[src/rtl/packet_framer.sv]
// packet_framer: collects payload words, appends a CRC and 2-D row/column parity, then emits one row per beat.
// Error injection is compiled in only when PKT_FRAMER_ERR_INJ_EN is defined; otherwise the mask ports are inert.
module packet_framer #(
  parameter int              ROWS     = 8,
  parameter int              ROW_DW   = 7,
  parameter int              IN_W     = 8,
  parameter logic [ROWS-1:0] CRC_POLY = ROWS'(8'h07)
) (
  input  logic                       clk,
  input  logic                       rst,
  input  logic [IN_W-1:0]            in_data,
  input  logic                       in_valid,
  input  logic                       in_last,
  output logic                       in_ready,
  input  logic [ROWS*(ROW_DW+1)-1:0] err_inj_mask,
  input  logic                       err_inj_enable,
  output logic [ROW_DW+2:0]          out_row,
  output logic                       out_valid,
  input  logic                       out_ready,
  output logic                       out_sof,
  output logic                       out_eof,
  output logic [15:0]                frame_cnt
);

  localparam int ROW_W  = ROW_DW + 3;
  localparam int W_W    = ROW_DW + 1;
  localparam int NWORDS = ROWS * ROW_DW / IN_W;
  localparam int LO_W   = (ROW_DW + 1) / 2;
  localparam int PAY_W  = ROWS * ROW_DW;
  localparam int WC_W   = $clog2(NWORDS + 1);
  localparam int RI_W   = (ROWS > 1) ? $clog2(ROWS) : 1;

  typedef enum logic [1:0] {IDLE, COLLECT, ENCODE, EMIT} state_t;
  typedef logic [ROWS-1:0][ROW_W-1:0] rows_t;
  typedef logic [ROWS-1:0][W_W-1:0]   words_t;

  state_t              state, state_next;
  logic [PAY_W-1:0]    payload, payload_next;
  logic [ROWS-1:0]     crc, crc_next, crc_pad;
  logic [WC_W-1:0]     word_cnt;
  logic [RI_W-1:0]     row_idx, row_idx_next;
  rows_t               row_buf, row_enc;
  words_t              w, w_inj;
  logic [ROWS-1:0]     r_par, c_par;
  logic [ROWS*W_W-1:0] inj;
  logic                accept, last_word, row_taken, row_final;

  // Bit-serial CRC over one word, MSB first, no reflection.
  function automatic logic [ROWS-1:0] crc_word(input logic [ROWS-1:0] c_in,
                                               input logic [IN_W-1:0] word);
    logic [ROWS-1:0] c;
    logic            fb;
    c = c_in;
    for (int b = IN_W - 1; b >= 0; b--) begin
      fb = c[ROWS-1] ^ word[b];
      c  = {c[ROWS-2:0], 1'b0} ^ (fb ? CRC_POLY : '0);
    end
    return c;
  endfunction

  assign accept       = in_valid && in_ready;
  assign last_word    = in_last || (word_cnt == WC_W'(NWORDS - 1));
  assign row_taken    = out_valid && out_ready;
  assign row_final    = (row_idx == RI_W'(ROWS - 1));
  assign row_idx_next = row_idx + 1'b1;

  // NOTE: sequential state uses non-blocking (<=) so every flop samples pre-edge values.
  always_ff @(posedge clk) begin
    if (rst) state <= IDLE;
    else     state <= state_next;
  end

  // NOTE: every always_comb output gets a default first so no path can infer a latch.
  always_comb begin
    state_next = state;
    case (state)
      IDLE, COLLECT: if (accept) state_next = last_word ? ENCODE : COLLECT;
      ENCODE:        state_next = EMIT;
      EMIT:          if (row_taken && row_final) state_next = IDLE;
      default:       state_next = IDLE;
    endcase
  end

`ifdef PKT_FRAMER_ERR_INJ_EN
  logic [ROWS*W_W-1:0] inj_mask;
  logic                inj_en;

  // Mask and enable are frozen on the first word so a frame sees one consistent setting.
  always_ff @(posedge clk) begin
    if (rst) begin
      inj_mask <= '0;
      inj_en   <= 1'b0;
    end else if (accept && state == IDLE) begin
      inj_mask <= err_inj_mask;
      inj_en   <= err_inj_enable;
    end
  end

  assign inj = inj_en ? inj_mask : '0;
`else
  logic unused_inj;
  assign unused_inj = ^{err_inj_mask, err_inj_enable};
  assign inj        = '0;
`endif

  always_comb begin
    payload_next = (state == IDLE) ? '0 : payload;
    payload_next[int'(word_cnt)*IN_W +: IN_W] = in_data;
    crc_next = crc_word((state == IDLE) ? '0 : crc, in_data);
  end

  // Short frames still run the CRC over all NWORDS words, the missing ones as zeros.
  always_comb begin
    crc_pad = crc;
    w       = '0;
    w_inj   = '0;
    r_par   = '0;
    c_par   = '0;
    row_enc = '0;
    for (int n = 0; n < NWORDS; n++) begin
      if (WC_W'(n) >= word_cnt) crc_pad = crc_word(crc_pad, '0);
    end
    for (int i = 0; i < ROWS; i++) begin
      w[i]     = {crc_pad[i], payload[i*ROW_DW +: ROW_DW]};
      r_par[i] = ^w[i];
      c_par    = c_par ^ w[i];
      w_inj[i] = w[i] ^ inj[i*W_W +: W_W];
    end
    for (int i = 0; i < ROWS; i++) begin
      row_enc[i] = {c_par[i], w_inj[i][W_W-1], w_inj[i][ROW_DW-1:LO_W],
                    r_par[i], w_inj[i][LO_W-1:0]};
    end
  end

  // NOTE: row_buf is a handful of flops rather than a RAM, so it is cleared with everything else.
  always_ff @(posedge clk) begin
    if (rst) begin
      in_ready  <= 1'b0;
      payload   <= '0;
      crc       <= '0;
      word_cnt  <= '0;
      row_buf   <= '0;
      row_idx   <= '0;
      out_row   <= '0;
      out_valid <= 1'b0;
      out_sof   <= 1'b0;
      out_eof   <= 1'b0;
      frame_cnt <= '0;
    end else begin
      in_ready <= (state_next == IDLE) || (state_next == COLLECT);
      case (state)
        IDLE, COLLECT: begin
          if (accept) begin
            payload  <= payload_next;
            crc      <= crc_next;
            word_cnt <= word_cnt + 1'b1;
          end
        end
        ENCODE: begin
          row_buf   <= row_enc;
          out_row   <= row_enc[0];
          out_valid <= 1'b1;
          out_sof   <= 1'b1;
          out_eof   <= 1'b0;
          row_idx   <= '0;
          word_cnt  <= '0;
        end
        EMIT: begin
          if (row_taken) begin
            if (row_final) begin
              out_row   <= '0;
              out_valid <= 1'b0;
              out_sof   <= 1'b0;
              out_eof   <= 1'b0;
              frame_cnt <= frame_cnt + 1'b1;
            end else begin
              row_idx <= row_idx_next;
              out_row <= row_buf[row_idx_next];
              out_sof <= 1'b0;
              out_eof <= (row_idx_next == RI_W'(ROWS - 1));
            end
          end
        end
        default: ;
      endcase
    end
  end

endmodule
[config.mk]
export PLATFORM = sky130hd
export DESIGN_NAME = packet_framer
export DESIGN_NICKNAME = d
export VERILOG_FILES = /design/src/rtl/packet_framer.sv
export SDC_FILE = /design/constraint.sdc
export NUM_CORES = 1
export LEC_CHECK = 0
export ABC_AREA = 1
export ABC_CLOCK_PERIOD_IN_PS = 6000
export CAP_MARGIN = 40
export CORE_ASPECT_RATIO = 1.25
export CORE_MARGIN = 2
export CORE_UTILIZATION = 25
export DETAILED_ROUTE_END_ITERATION = 10
export PLACE_DENSITY_LB_ADDON = 0.08
export RECOVER_POWER = 50
export SETUP_SLACK_MARGIN = 0.15
export SLEW_MARGIN = 10
export SYNTH_ARGS = -nofsm -noshare
export SYNTH_HDL_FRONTEND = slang
export SYNTH_SLANG_ARGS = --single-unit
[constraint.sdc]
create_clock -name clk -period 6 [get_ports clk]
set_input_delay 1.2 -clock clk [delete_from_list [all_inputs] [get_ports clk]]
set_output_delay 1.2 -clock clk [all_outputs]
set_load 0.01 [all_outputs]
==> results of run 1 <==
-- worst paths after layout --
path	start	endpoint	slack, ps	cells after the start
worst max-delay path	state[1]	row_buf[69]	750	11
worst min register to register	row_buf[45]	row_buf[45]	440	2
worst min-delay path	row_buf[45]	row_buf[45]	440	2
worst max register to register	state[1]	row_buf[69]	750	11
-- timing repair --
action / in CTS / in global routing
hold buffers: 0 / 0
endpoints found under the setup margin: 0 / 10
resized for setup: 0 / 34
buffers inserted: 0 / 11
-- cells in the final DEF (no fill, tap or decap), types with 15 or more instances in the layout --
master                          count
sky130_fd_sc_hd__a21oi_1          144
sky130_fd_sc_hd__buf_4             29
sky130_fd_sc_hd__clkbuf_16         17
sky130_fd_sc_hd__dfxtp_1          182
sky130_fd_sc_hd__dlygate4sd3_1     33
sky130_fd_sc_hd__inv_1            117
sky130_fd_sc_hd__nand2_1          520
sky130_fd_sc_hd__nand2_2           67
sky130_fd_sc_hd__nand3_1          230
sky130_fd_sc_hd__nand3_2           15
sky130_fd_sc_hd__nor2_1            88
sky130_fd_sc_hd__o211ai_1          17
sky130_fd_sc_hd__o21ai_0          126
sky130_fd_sc_hd__xnor2_1           74
sky130_fd_sc_hd__xor2_1            44
-- synthesized netlist by cell type, drive strengths merged --
master / n
o22ai: 4
xnor2: 74
or2: 1
nand3b: 1
nor4: 5
nand3: 246
nor2: 90
nand4: 13
dfxtp: 182
nor3: 7
nand2: 593
ha: 9
a21oi: 144
a31oi: 5
clkbuf: 48
xor2: 44
o211ai: 17
buf: 15
a21boi: 2
clkinv: 4
o21ai: 137
o21a: 2
o221ai: 3
inv: 131
-- final cells by class --
cell class                      count  area share
Clock buffer                       17      0.0319
Clock inverter                     15      0.0197
Inverter                          135      0.0388
Multi-Input combinational cell   1397       0.532
Sequential cell                   182       0.273
Tap cell                          578      0.0543
Timing Repair Buffer               78      0.0499
-- layer usage --
metal,track usage,vias up
met2,0.315,114
met1,0.212,5297
li1,-,5906
met3,0.0188,40
met5,0,-
met4,0.0561,0
-- through the flow --
step,setup WS (ps),hold slack [ps],util
after floorplan,1460,414,-
after global placement,588,428,0.276
after detailed placement,574,427,0.277
after CTS,534,446,0.293
after global routing,59.4,463,0.296
final,749,445,0.296
-- state kept, by name, summed over array words and instances, names as in the netlist --
name,cells
out_row,10
state,2
in_ready,1
out_sof,1
frame_cnt,16
row_buf,80
crc,8
out_valid,1
row_idx,3
out_eof,1
word_cnt,3
payload,56
-- cells by family (layout without fill, tap and decap cells) --
logic type | after synthesis | in the layout | share of synthesized area
adder cells (fa/ha/maj) | 9 | 9 | 0.00989
AO/OA/AOI/OAI | 314 | 314 | 0.146
XOR/XNOR | 118 | 118 | 0.0907
AND/OR/NAND/NOR | 956 | 956 | 0.366
buffers and inverters | 198 | 245 | 0.0674
flip-flops | 182 | 182 | 0.320
-- critical path, stage by stage, from the launching register on --
cell and delay [ps]:
sky130_fd_sc_hd__dfxtp_1 350, sky130_fd_sc_hd__inv_1 140, sky130_fd_sc_hd__nor2_4 100, sky130_fd_sc_hd__clkbuf_1 950
sky130_fd_sc_hd__clkbuf_1 1710, sky130_fd_sc_hd__inv_1 860, sky130_fd_sc_hd__buf_4 530, sky130_fd_sc_hd__nor2_1 200
sky130_fd_sc_hd__nand2_1 70, sky130_fd_sc_hd__o211ai_1 80, sky130_fd_sc_hd__nand2_1 60, sky130_fd_sc_hd__inv_1 80
==> metrics.txt, run 1 <==
# TYPE chip_impl_metric gauge
chip_impl_info{name="tritoncts",value="yes"} 1
chip_impl_metric{name="final_number_of_setup_violating_endpoints",unit=""} 0
chip_impl_metric{name="cts_htree_levels",unit=""} 4
chip_impl_metric{name="critical_path_required",unit="ps"} 6400
chip_impl_info{name="critical_path_class",value="reg2reg"} 1
chip_impl_metric{name="cts_num_sinks",unit=""} 182
chip_impl_metric{name="floorplan.io_pins",unit=""} 108
chip_impl_metric{name="final-max-slew-violation-count",unit=""} 93
chip_impl_metric{name="maxSlewHeadroom",unit=""} -0.542
chip_impl_metric{name="placed_cells",unit=""} 2359
chip_impl_metric{name="antenna_cells",unit=""} 0
chip_impl_metric{name="detail_route.first_pass.iterations",unit=""} 5
chip_impl_info{name="run_status",value="complete, but fails checks"} 1
chip_impl_metric{name="post_synth_inst_count",unit=""} 1777
chip_impl_metric{name="finish.instance_area",unit="mm^2"} 0.0133
chip_impl_metric{name="route.layer.met1.wl",unit="mm"} 18.4
chip_impl_metric{name="syn2layout_area_growth",unit="%"} 17.0
chip_impl_metric{name="fp.dieW",unit="um"} 195
chip_impl_metric{name="timing_hold_violations_final",unit=""} 0
chip_impl_metric{name="largest_net_degree_at_the_start_of_global_routing",unit=""} 52
chip_impl_metric{name="fraction_of_final_layout_cells_sized_beyond_drive_strength_1",unit=""} 0.0938
chip_impl_info{name="failed_checks",value="max-capacitance violations, max-slew violations"} 1
chip_impl_info{name="topRoutingLayerUsed",value="met4"} 1
chip_impl_metric{name="fin_nets",unit=""} 1898
chip_impl_metric{name="layout.filler_cells",unit=""} 5047
chip_impl_metric{name="track_usage",unit=""} 0.173
chip_impl_info{name="startpoint_type",value="register"} 1
chip_impl_metric{name="grt-ovfl-total",unit=""} 0
chip_impl_metric{name="core",unit="mm^2"} 0.0451
chip_impl_info{name="yosysTopAreaCell",value="sky130_fd_sc_hd__dfxtp_1"} 1
chip_impl_metric{name="worst_slew_pin_slew",unit="ps"} 2310
chip_impl_metric{name="netlist_area",unit="mm^2"} 0.0114
chip_impl_metric{name="wl_met3",unit="um"} 542
chip_impl_metric{name="starting_density",unit=""} 0.253
chip_impl_metric{name="fp.dieH",unit="um"} 243
chip_impl_metric{name="grt_first_pass_wirelength",unit="mm"} 64.1
chip_impl_metric{name="routed_wl",unit="mm"} 40.3
chip_impl_metric{name="placed_area",unit="mm^2"} 0.0125
chip_impl_metric{name="max_freq",unit="MHz"} 190
chip_impl_metric{name="place_congestion",unit=""} 0.796
chip_impl_metric{name="ctsLongestPathBuffers",unit=""} 2
chip_impl_metric{name="synth_cell_types",unit=""} 36
chip_impl_metric{name="synth_largest_type_area_fraction",unit=""} 0.320
chip_impl_metric{name="placementRows",unit=""} 87
chip_impl_metric{name="design.die.area",unit="mm^2"} 0.0473
chip_impl_metric{name="layout_min_cycle_time",unit="ps"} 5250
chip_impl_metric{name="syn-mean-instance-area",unit="um^2"} 6.41
chip_impl_info{name="cts_root_buf",value="sky130_fd_sc_hd__clkbuf_16"} 1
chip_impl_metric{name="yosysWarnings",unit=""} 0
chip_impl_info{name="cp-end-kind",value="register"} 1
chip_impl_metric{name="critPathMaxFanout",unit=""} 49
chip_impl_metric{name="first_iter_violations",unit=""} 515
chip_impl_metric{name="synth.yosys.seq_area_share",unit=""} 0.320
chip_impl_metric{name="cap_violations",unit=""} 2
chip_impl_metric{name="cts_inserted_buffers",unit=""} 17
chip_impl_metric{name="vias",unit=""} 11400
chip_impl_metric{name="met2_length",unit="mm"} 20.4
chip_impl_metric{name="register_area",unit="mm^2"} 0.00364
chip_impl_metric{name="stdcell_count",unit=""} 2402
chip_impl_metric{name="post-route-drc-count",unit=""} 0
chip_impl_metric{name="detail-route-antenna-nets",unit=""} 0
chip_impl_metric{name="routed_wire_length_per_instance",unit="um"} 16.8
chip_impl_metric{name="clk_latency",unit="ps"} 460
chip_impl_metric{name="finalCritPeriodShare",unit=""} 0.875
chip_impl_metric{name="finClkSkew",unit="ps"} 14.0
chip_impl_metric{name="dpl.hpwl",unit="mm"} 30.0
chip_impl_metric{name="setup_tns",unit="ps"} 0
chip_impl_metric{name="multiInputGateArea",unit="mm^2"} 0.00709
chip_impl_metric{name="initial_antenna_violation_count",unit=""} 0
chip_impl_metric{name="route.detailed.vias_per_inst",unit=""} 4.73
chip_impl_metric{name="port-buffer-count",unit=""} 42
chip_impl_metric{name="critical_path_arrival",unit="ps"} 5650
chip_impl_metric{name="clkSlewWorstSetupHoldPaths",unit="ps"} 70
chip_impl_info{name="synth.top_cells.by_area",value="sky130_fd_sc_hd__dfxtp_1 32%, sky130_fd_sc_hd__nand2_1 18%, sky130_fd_sc_hd__nand3_1 10%, sky130_fd_sc_hd__a21oi_1 6.3%, sky130_fd_sc_hd__xnor2_1 5.7%"} 1
chip_impl_metric{name="grt_pass1_vias",unit=""} 11000
chip_impl_metric{name="synth.net_count",unit=""} 1864
chip_impl_metric{name="ys_seq_elements",unit=""} 182
chip_impl_info{name="rsz0062_at_grt",value="no"} 1
chip_impl_info{name="timing.hold.worst.class",value="reg2reg"} 1
Power of run 1 is left out: the tool's default activity adds up to more than one toggle a clock period on the data nets, which glitch-free logic cannot reach.
==> inputs of run 2 (changes only) <==
--- a/config.mk
+++ b/config.mk
@@ -8,7 +8,6 @@
 export ABC_AREA = 1
 export ABC_CLOCK_PERIOD_IN_PS = 6000
 export CAP_MARGIN = 40
-export CORE_ASPECT_RATIO = 1.25
 export CORE_MARGIN = 2
 export CORE_UTILIZATION = 25
 export DETAILED_ROUTE_END_ITERATION = 10
==> metrics.txt, run 2 (synthesis results as in run 1) <==
# TYPE chip_impl_metric gauge
chip_impl_metric{name="finalCritPeriodShare",unit=""} 0.870
chip_impl_metric{name="max_freq",unit="MHz"} 192
chip_impl_metric{name="cts_num_sinks",unit=""} 182
chip_impl_metric{name="crit_path_max_incr_delay",unit="ps"} 310
chip_impl_metric{name="register_area",unit="mm^2"} 0.00364
chip_impl_metric{name="setup_tns",unit="ps"} 0
chip_impl_metric{name="cts_htree_levels",unit=""} 4
chip_impl_metric{name="track_usage",unit=""} 0.169
chip_impl_metric{name="detail-route-antenna-nets",unit=""} 0
chip_impl_metric{name="routed_wl",unit="mm"} 39.4
chip_impl_info{name="failed_checks",value="max-capacitance violations, max-slew violations"} 1
chip_impl_info{name="regToRegStartpoint",value="word_cnt[1]"} 1
chip_impl_metric{name="vias",unit=""} 11400
chip_impl_info{name="registers.top_by_ff_count",value="row_buf"} 1
chip_impl_metric{name="critPathMaxFanout",unit=""} 15
chip_impl_metric{name="reg2reg_slack",unit="ps"} 780
chip_impl_metric{name="pre_cts_slack",unit="ps"} 593
chip_impl_metric{name="finClkSkew",unit="ps"} 12.5
chip_impl_metric{name="route.detailed.vias_per_inst",unit=""} 4.71
chip_impl_metric{name="post-route-drc-count",unit=""} 0
chip_impl_metric{name="fin_nets",unit=""} 1891
chip_impl_metric{name="grt_pass1_vias",unit=""} 10800
chip_impl_metric{name="post-route-worst-setup-slack",unit="ps"} 780
chip_impl_metric{name="dpl.hpwl",unit="mm"} 29.3
chip_impl_info{name="cp-startpoint",value="word_cnt[1]"} 1
chip_impl_metric{name="final_number_of_setup_violating_endpoints",unit=""} 0
chip_impl_info{name="rsz0062_at_grt",value="no"} 1
chip_impl_info{name="cts_root_buf",value="sky130_fd_sc_hd__clkbuf_16"} 1
chip_impl_info{name="cp-end-kind",value="register"} 1
chip_impl_info{name="worstSetupEndpoint",value="row_buf[79]"} 1
chip_impl_metric{name="place_congestion",unit=""} 0.788
chip_impl_info{name="path_common_cell",value="sky130_fd_sc_hd__nand2_1"} 1
chip_impl_metric{name="critical_path_arrival",unit="ps"} 5580
chip_impl_metric{name="multiInputGateArea",unit="mm^2"} 0.00701
chip_impl_metric{name="critical_path_required",unit="ps"} 6360
chip_impl_metric{name="clk_latency",unit="ps"} 460
chip_impl_metric{name="grt-ovfl-total",unit=""} 0
chip_impl_metric{name="port-buffer-count",unit=""} 42
chip_impl_metric{name="first_iter_violations",unit=""} 548
chip_impl_info{name="biggestRegsByFlops",value="row_buf x80, payload x56, frame_cnt x16"} 1
chip_impl_metric{name="initial_antenna_violation_count",unit=""} 0
chip_impl_info{name="timing.hold.worst.class",value="reg2reg"} 1
chip_impl_metric{name="layout.filler_cells",unit=""} 4996
chip_impl_metric{name="placed_cells",unit=""} 2379
chip_impl_metric{name="core",unit="mm^2"} 0.0452
chip_impl_info{name="timing.critical_path.slowest_stage_cell",value="sky130_fd_sc_hd__dfxtp_1"} 1
chip_impl_info{name="tritoncts",value="yes"} 1
chip_impl_metric{name="grt_first_pass_wirelength",unit="mm"} 62.4
chip_impl_metric{name="largest_net_degree_at_the_start_of_global_routing",unit=""} 53
chip_impl_info{name="run_status",value="complete, but fails checks"} 1
chip_impl_info{name="final_common_cell",value="sky130_fd_sc_hd__nand2_1"} 1
chip_impl_metric{name="worstRegToRegCells",unit=""} 46
chip_impl_metric{name="fp.dieH",unit="um"} 217
chip_impl_info{name="commonest_cells_after_routing_fill_and_taps_aside",value="540 x sky130_fd_sc_hd__nand2_1, 235 x sky130_fd_sc_hd__nand3_1, 182 x sky130_fd_sc_hd__dfxtp_1, 144 x sky130_fd_sc_hd__a21oi_1, 126 x sky130_fd_sc_hd__o21ai_0"} 1
chip_impl_metric{name="antenna_cells",unit=""} 0
chip_impl_metric{name="fraction_of_final_layout_cells_sized_beyond_drive_strength_1",unit=""} 0.0759
chip_impl_info{name="startpoint_type",value="register"} 1
chip_impl_metric{name="final-max-slew-violation-count",unit=""} 179
chip_impl_metric{name="largest_register_ffs",unit=""} 80
chip_impl_metric{name="fp.dieW",unit="um"} 217
chip_impl_metric{name="cts_inserted_buffers",unit=""} 17
chip_impl_metric{name="hold_slack",unit="ps"} 442
chip_impl_metric{name="maxSlewHeadroom",unit=""} -0.689
chip_impl_metric{name="starting_density",unit=""} 0.252
chip_impl_metric{name="floorplan.io_pins",unit=""} 108
chip_impl_metric{name="timing_hold_violations_final",unit=""} 0
chip_impl_metric{name="ctsLongestPathBuffers",unit=""} 2
chip_impl_metric{name="clkSlewWorstSetupHoldPaths",unit="ps"} 70
chip_impl_info{name="timing.rr.end",value="row_buf[79]"} 1
chip_impl_metric{name="layout_min_cycle_time",unit="ps"} 5220
chip_impl_metric{name="cap_violations",unit=""} 4
chip_impl_metric{name="syn2layout_area_growth",unit="%"} 15.0
chip_impl_metric{name="hold_buffers",unit=""} 0
chip_impl_metric{name="routed_wire_length_per_instance",unit="um"} 16.3
chip_impl_metric{name="stdcell_count",unit=""} 2417
chip_impl_metric{name="detail_route.first_pass.iterations",unit=""} 5
chip_impl_metric{name="worst_slew_pin_slew",unit="ps"} 2530
chip_impl_info{name="critical_path_class",value="reg2reg"} 1
chip_impl_metric{name="placementRows",unit=""} 78
chip_impl_metric{name="design.die.area",unit="mm^2"} 0.0473
[run 2: routing by layer]
metal  GRT usage  wire length, um  up-vias
met1       0.227            19300     5349
met2       0.288            18900      116
li1            -                -     5895
met4      0.0413              472        0
met3      0.0209              777       28
met5           0                0        -
[run 2: layout make-up]
cell class	instances	area share
Tap cell	600	0.0573
Inverter	135	0.0394
Clock inverter	13	0.0113
Timing Repair Buffer	71	0.0461
Sequential cell	182	0.278
Multi-Input combinational cell	1397	0.535
Clock buffer	19	0.0330
[run 2: worst min path at each step]
stage | slack [ps] | from | end | cells after the start
floorplan | 410 | row_buf[40] | row_buf[40] | 2
global placement | 430 | row_buf[43] | row_buf[43] | 2
detailed placement | 430 | row_buf[40] | row_buf[40] | 2
CTS | 450 | row_buf[40] | row_buf[40] | 2
global route | 470 | row_buf[0] | row_buf[0] | 2
finish | 440 | row_buf[40] | row_buf[40] | 2
[run 2: what timing repair did]
item | 4_1_cts | 5_1_grt
gates resized for setup | 0 | 7
setup endpoints to repair | 0 | 4
hold endpoints to repair | 0 | 0
setup buffers | 0 | 5
[run 2: critical path: cells and delay by family, from the launching register on]
kind,cells,cell delay (ps)
fa+ha+maj,2,440
buf+inv,5,430
flops,1,310
simple gates,39,3920
[run 2: per-stage QoR]
step,instance area [um^2],utilization
detailed placement,12500,0.277
CTS,13100,0.290
finish,13100,0.290
global route,13100,0.290
floorplan,11400,-
global placement,12400,0.276
Power of run 2 is left out for the same reason.
==> inputs of run 3 (changes only) <==
--- a/config.mk
+++ b/config.mk
@@ -9,7 +9,7 @@
 export ABC_CLOCK_PERIOD_IN_PS = 6000
 export CAP_MARGIN = 40
 export CORE_MARGIN = 2
-export CORE_UTILIZATION = 25
+export CORE_UTILIZATION = 50
 export DETAILED_ROUTE_END_ITERATION = 10
 export PLACE_DENSITY_LB_ADDON = 0.08
 export RECOVER_POWER = 50
==> metrics.txt, run 3 (synthesis results as in run 1) <==
# TYPE chip_impl_metric gauge
chip_impl_info{name="run_status",value="complete, but fails checks"} 1
chip_impl_info{name="failed_checks",value="max-capacitance violations, max-slew violations"} 1
chip_impl_metric{name="layout_min_cycle_time",unit="ps"} 5200
chip_impl_metric{name="crit_path_max_incr_delay",unit="ps"} 380
chip_impl_metric{name="grt-ovfl-total",unit=""} 0
chip_impl_metric{name="ctsLongestPathBuffers",unit=""} 2
chip_impl_metric{name="detail_route.first_pass.iterations",unit=""} 5
chip_impl_info{name="tritoncts",value="yes"} 1
chip_impl_metric{name="largest_net_degree_at_the_start_of_global_routing",unit=""} 81
chip_impl_metric{name="starting_density",unit=""} 0.506
chip_impl_info{name="critical_path_class",value="reg2reg"} 1
chip_impl_metric{name="clkSlewWorstSetupHoldPaths",unit="ps"} 70
chip_impl_info{name="final_common_cell",value="sky130_fd_sc_hd__nand2_1"} 1
chip_impl_metric{name="maxSlewHeadroom",unit=""} -1.55
chip_impl_metric{name="fp.dieW",unit="um"} 155
chip_impl_metric{name="cts_inserted_buffers",unit=""} 17
chip_impl_info{name="timing.hold.worst.class",value="reg2reg"} 1
chip_impl_info{name="path_common_cell",value="sky130_fd_sc_hd__nand2_1"} 1
chip_impl_metric{name="cts_htree_levels",unit=""} 4
chip_impl_metric{name="design.die.area",unit="mm^2"} 0.0240
chip_impl_metric{name="first_iter_violations",unit=""} 1003
chip_impl_info{name="timing.critical_path.slowest_stage_cell",value="sky130_fd_sc_hd__dfxtp_1"} 1
chip_impl_metric{name="clk_latency",unit="ps"} 440
chip_impl_metric{name="post-route-drc-count",unit=""} 0
chip_impl_metric{name="critical_path_arrival",unit="ps"} 5520
chip_impl_metric{name="layout.filler_cells",unit=""} 2252
chip_impl_metric{name="fin_nets",unit=""} 1879
chip_impl_metric{name="final_number_of_setup_violating_endpoints",unit=""} 0
chip_impl_info{name="rsz0062_at_grt",value="no"} 1
chip_impl_metric{name="critPathMaxFanout",unit=""} 19
chip_impl_info{name="startpoint_type",value="register"} 1
chip_impl_metric{name="worst_slew_pin_slew",unit="ps"} 3830
chip_impl_metric{name="place_congestion",unit=""} 0.906
chip_impl_metric{name="fraction_of_final_layout_cells_sized_beyond_drive_strength_1",unit=""} 0.0726
chip_impl_metric{name="syn2layout_area_growth",unit="%"} 11.0
chip_impl_metric{name="grt_first_pass_wirelength",unit="mm"} 52.9
chip_impl_metric{name="detail-route-antenna-nets",unit=""} 0
chip_impl_metric{name="antenna_cells",unit=""} 0
chip_impl_metric{name="cts_num_sinks",unit=""} 182
chip_impl_metric{name="hold_slack",unit="ps"} 443
chip_impl_metric{name="cap_violations",unit=""} 4
chip_impl_info{name="cts_root_buf",value="sky130_fd_sc_hd__clkbuf_16"} 1
chip_impl_metric{name="vias",unit=""} 11500
chip_impl_info{name="registers.top_by_ff_count",value="row_buf"} 1
chip_impl_metric{name="placementRows",unit=""} 55
chip_impl_metric{name="track_usage",unit=""} 0.273
chip_impl_metric{name="hold_buffers",unit=""} 0
chip_impl_info{name="commonest_cells_after_routing_fill_and_taps_aside",value="539 x sky130_fd_sc_hd__nand2_1, 235 x sky130_fd_sc_hd__nand3_1, 180 x sky130_fd_sc_hd__dfxtp_1, 144 x sky130_fd_sc_hd__a21oi_1, 126 x sky130_fd_sc_hd__o21ai_0"} 1
chip_impl_metric{name="dpl.hpwl",unit="mm"} 23.7
chip_impl_metric{name="route.detailed.vias_per_inst",unit=""} 5.52
chip_impl_metric{name="routed_wire_length_per_instance",unit="um"} 15.6
chip_impl_metric{name="fp.dieH",unit="um"} 155
chip_impl_metric{name="floorplan.io_pins",unit=""} 108
chip_impl_metric{name="timing_hold_violations_final",unit=""} 0
chip_impl_metric{name="port-buffer-count",unit=""} 42
chip_impl_metric{name="grt_pass1_vias",unit=""} 10300
chip_impl_info{name="biggestRegsByFlops",value="row_buf x80, payload x56, frame_cnt x16"} 1
chip_impl_metric{name="reg2reg_slack",unit="ps"} 800
chip_impl_info{name="cp-end-kind",value="register"} 1
chip_impl_metric{name="max_freq",unit="MHz"} 192
chip_impl_metric{name="final-max-slew-violation-count",unit=""} 222
chip_impl_metric{name="setup_tns",unit="ps"} 0
chip_impl_metric{name="finalCritPeriodShare",unit=""} 0.867
chip_impl_metric{name="critical_path_required",unit="ps"} 6320
chip_impl_metric{name="routed_wl",unit="mm"} 32.6
chip_impl_metric{name="finClkSkew",unit="ps"} 16.1
chip_impl_metric{name="largest_register_ffs",unit=""} 80
chip_impl_metric{name="initial_antenna_violation_count",unit=""} 0
chip_impl_metric{name="core",unit="mm^2"} 0.0225
-- run 3: what timing repair did --
item / 4_1_cts / 5_1_grt
setup endpoints to repair: 0 / 12
setup buffers: 0 / 1
resized for setup: 0 / 10
-- run 3: cell type report --
type / count / area, um^2 / share of cell area
tap: 285 / 357 / 0.0282
clock inverter: 13 / 129 / 0.0102
clock buffer: 19 / 443 / 0.0350
sequential: 182 / 3650 / 0.289
multi-input combinational: 1397 / 7010 / 0.554
inverter: 135 / 517 / 0.0409
timing repair buffer: 59 / 547 / 0.0432
-- run 3: worst max-delay path, delay by kind of cell, from the launching register on --
family	cells	cell delay [ps]
adders and majority gates	2	450
buffers and inverters	6	500
DFF	1	380
and+or+nand+nor	39	3760
-- run 3: stage by stage --
step	instance area [um^2]	setup WS [ps]	instances	util
floorplan	11400	1460	1777	-
global placement	12000	559	2055	0.534
detailed placement	12100	469	2057	0.536
CTS	12600	439	2089	0.562
global route	12600	144	2090	0.562
finish	12600	799	2090	0.562
-- run 3: layer usage --
metal,track usage,wire (um)
met2,0.454,15200
met5,0,0
met1,0.375,15400
met4,0.0780,646
met3,0.0301,1380
-- run 3: worst paths after layout --
check | start | end | depth (start not counted)
max | word_cnt[0] | row_buf[79] | 47
min | row_buf[45] | row_buf[45] | 2
max reg2reg | word_cnt[0] | row_buf[79] | 47
min reg2reg | row_buf[45] | row_buf[45] | 2
Power of run 3 is left out for the same reason.
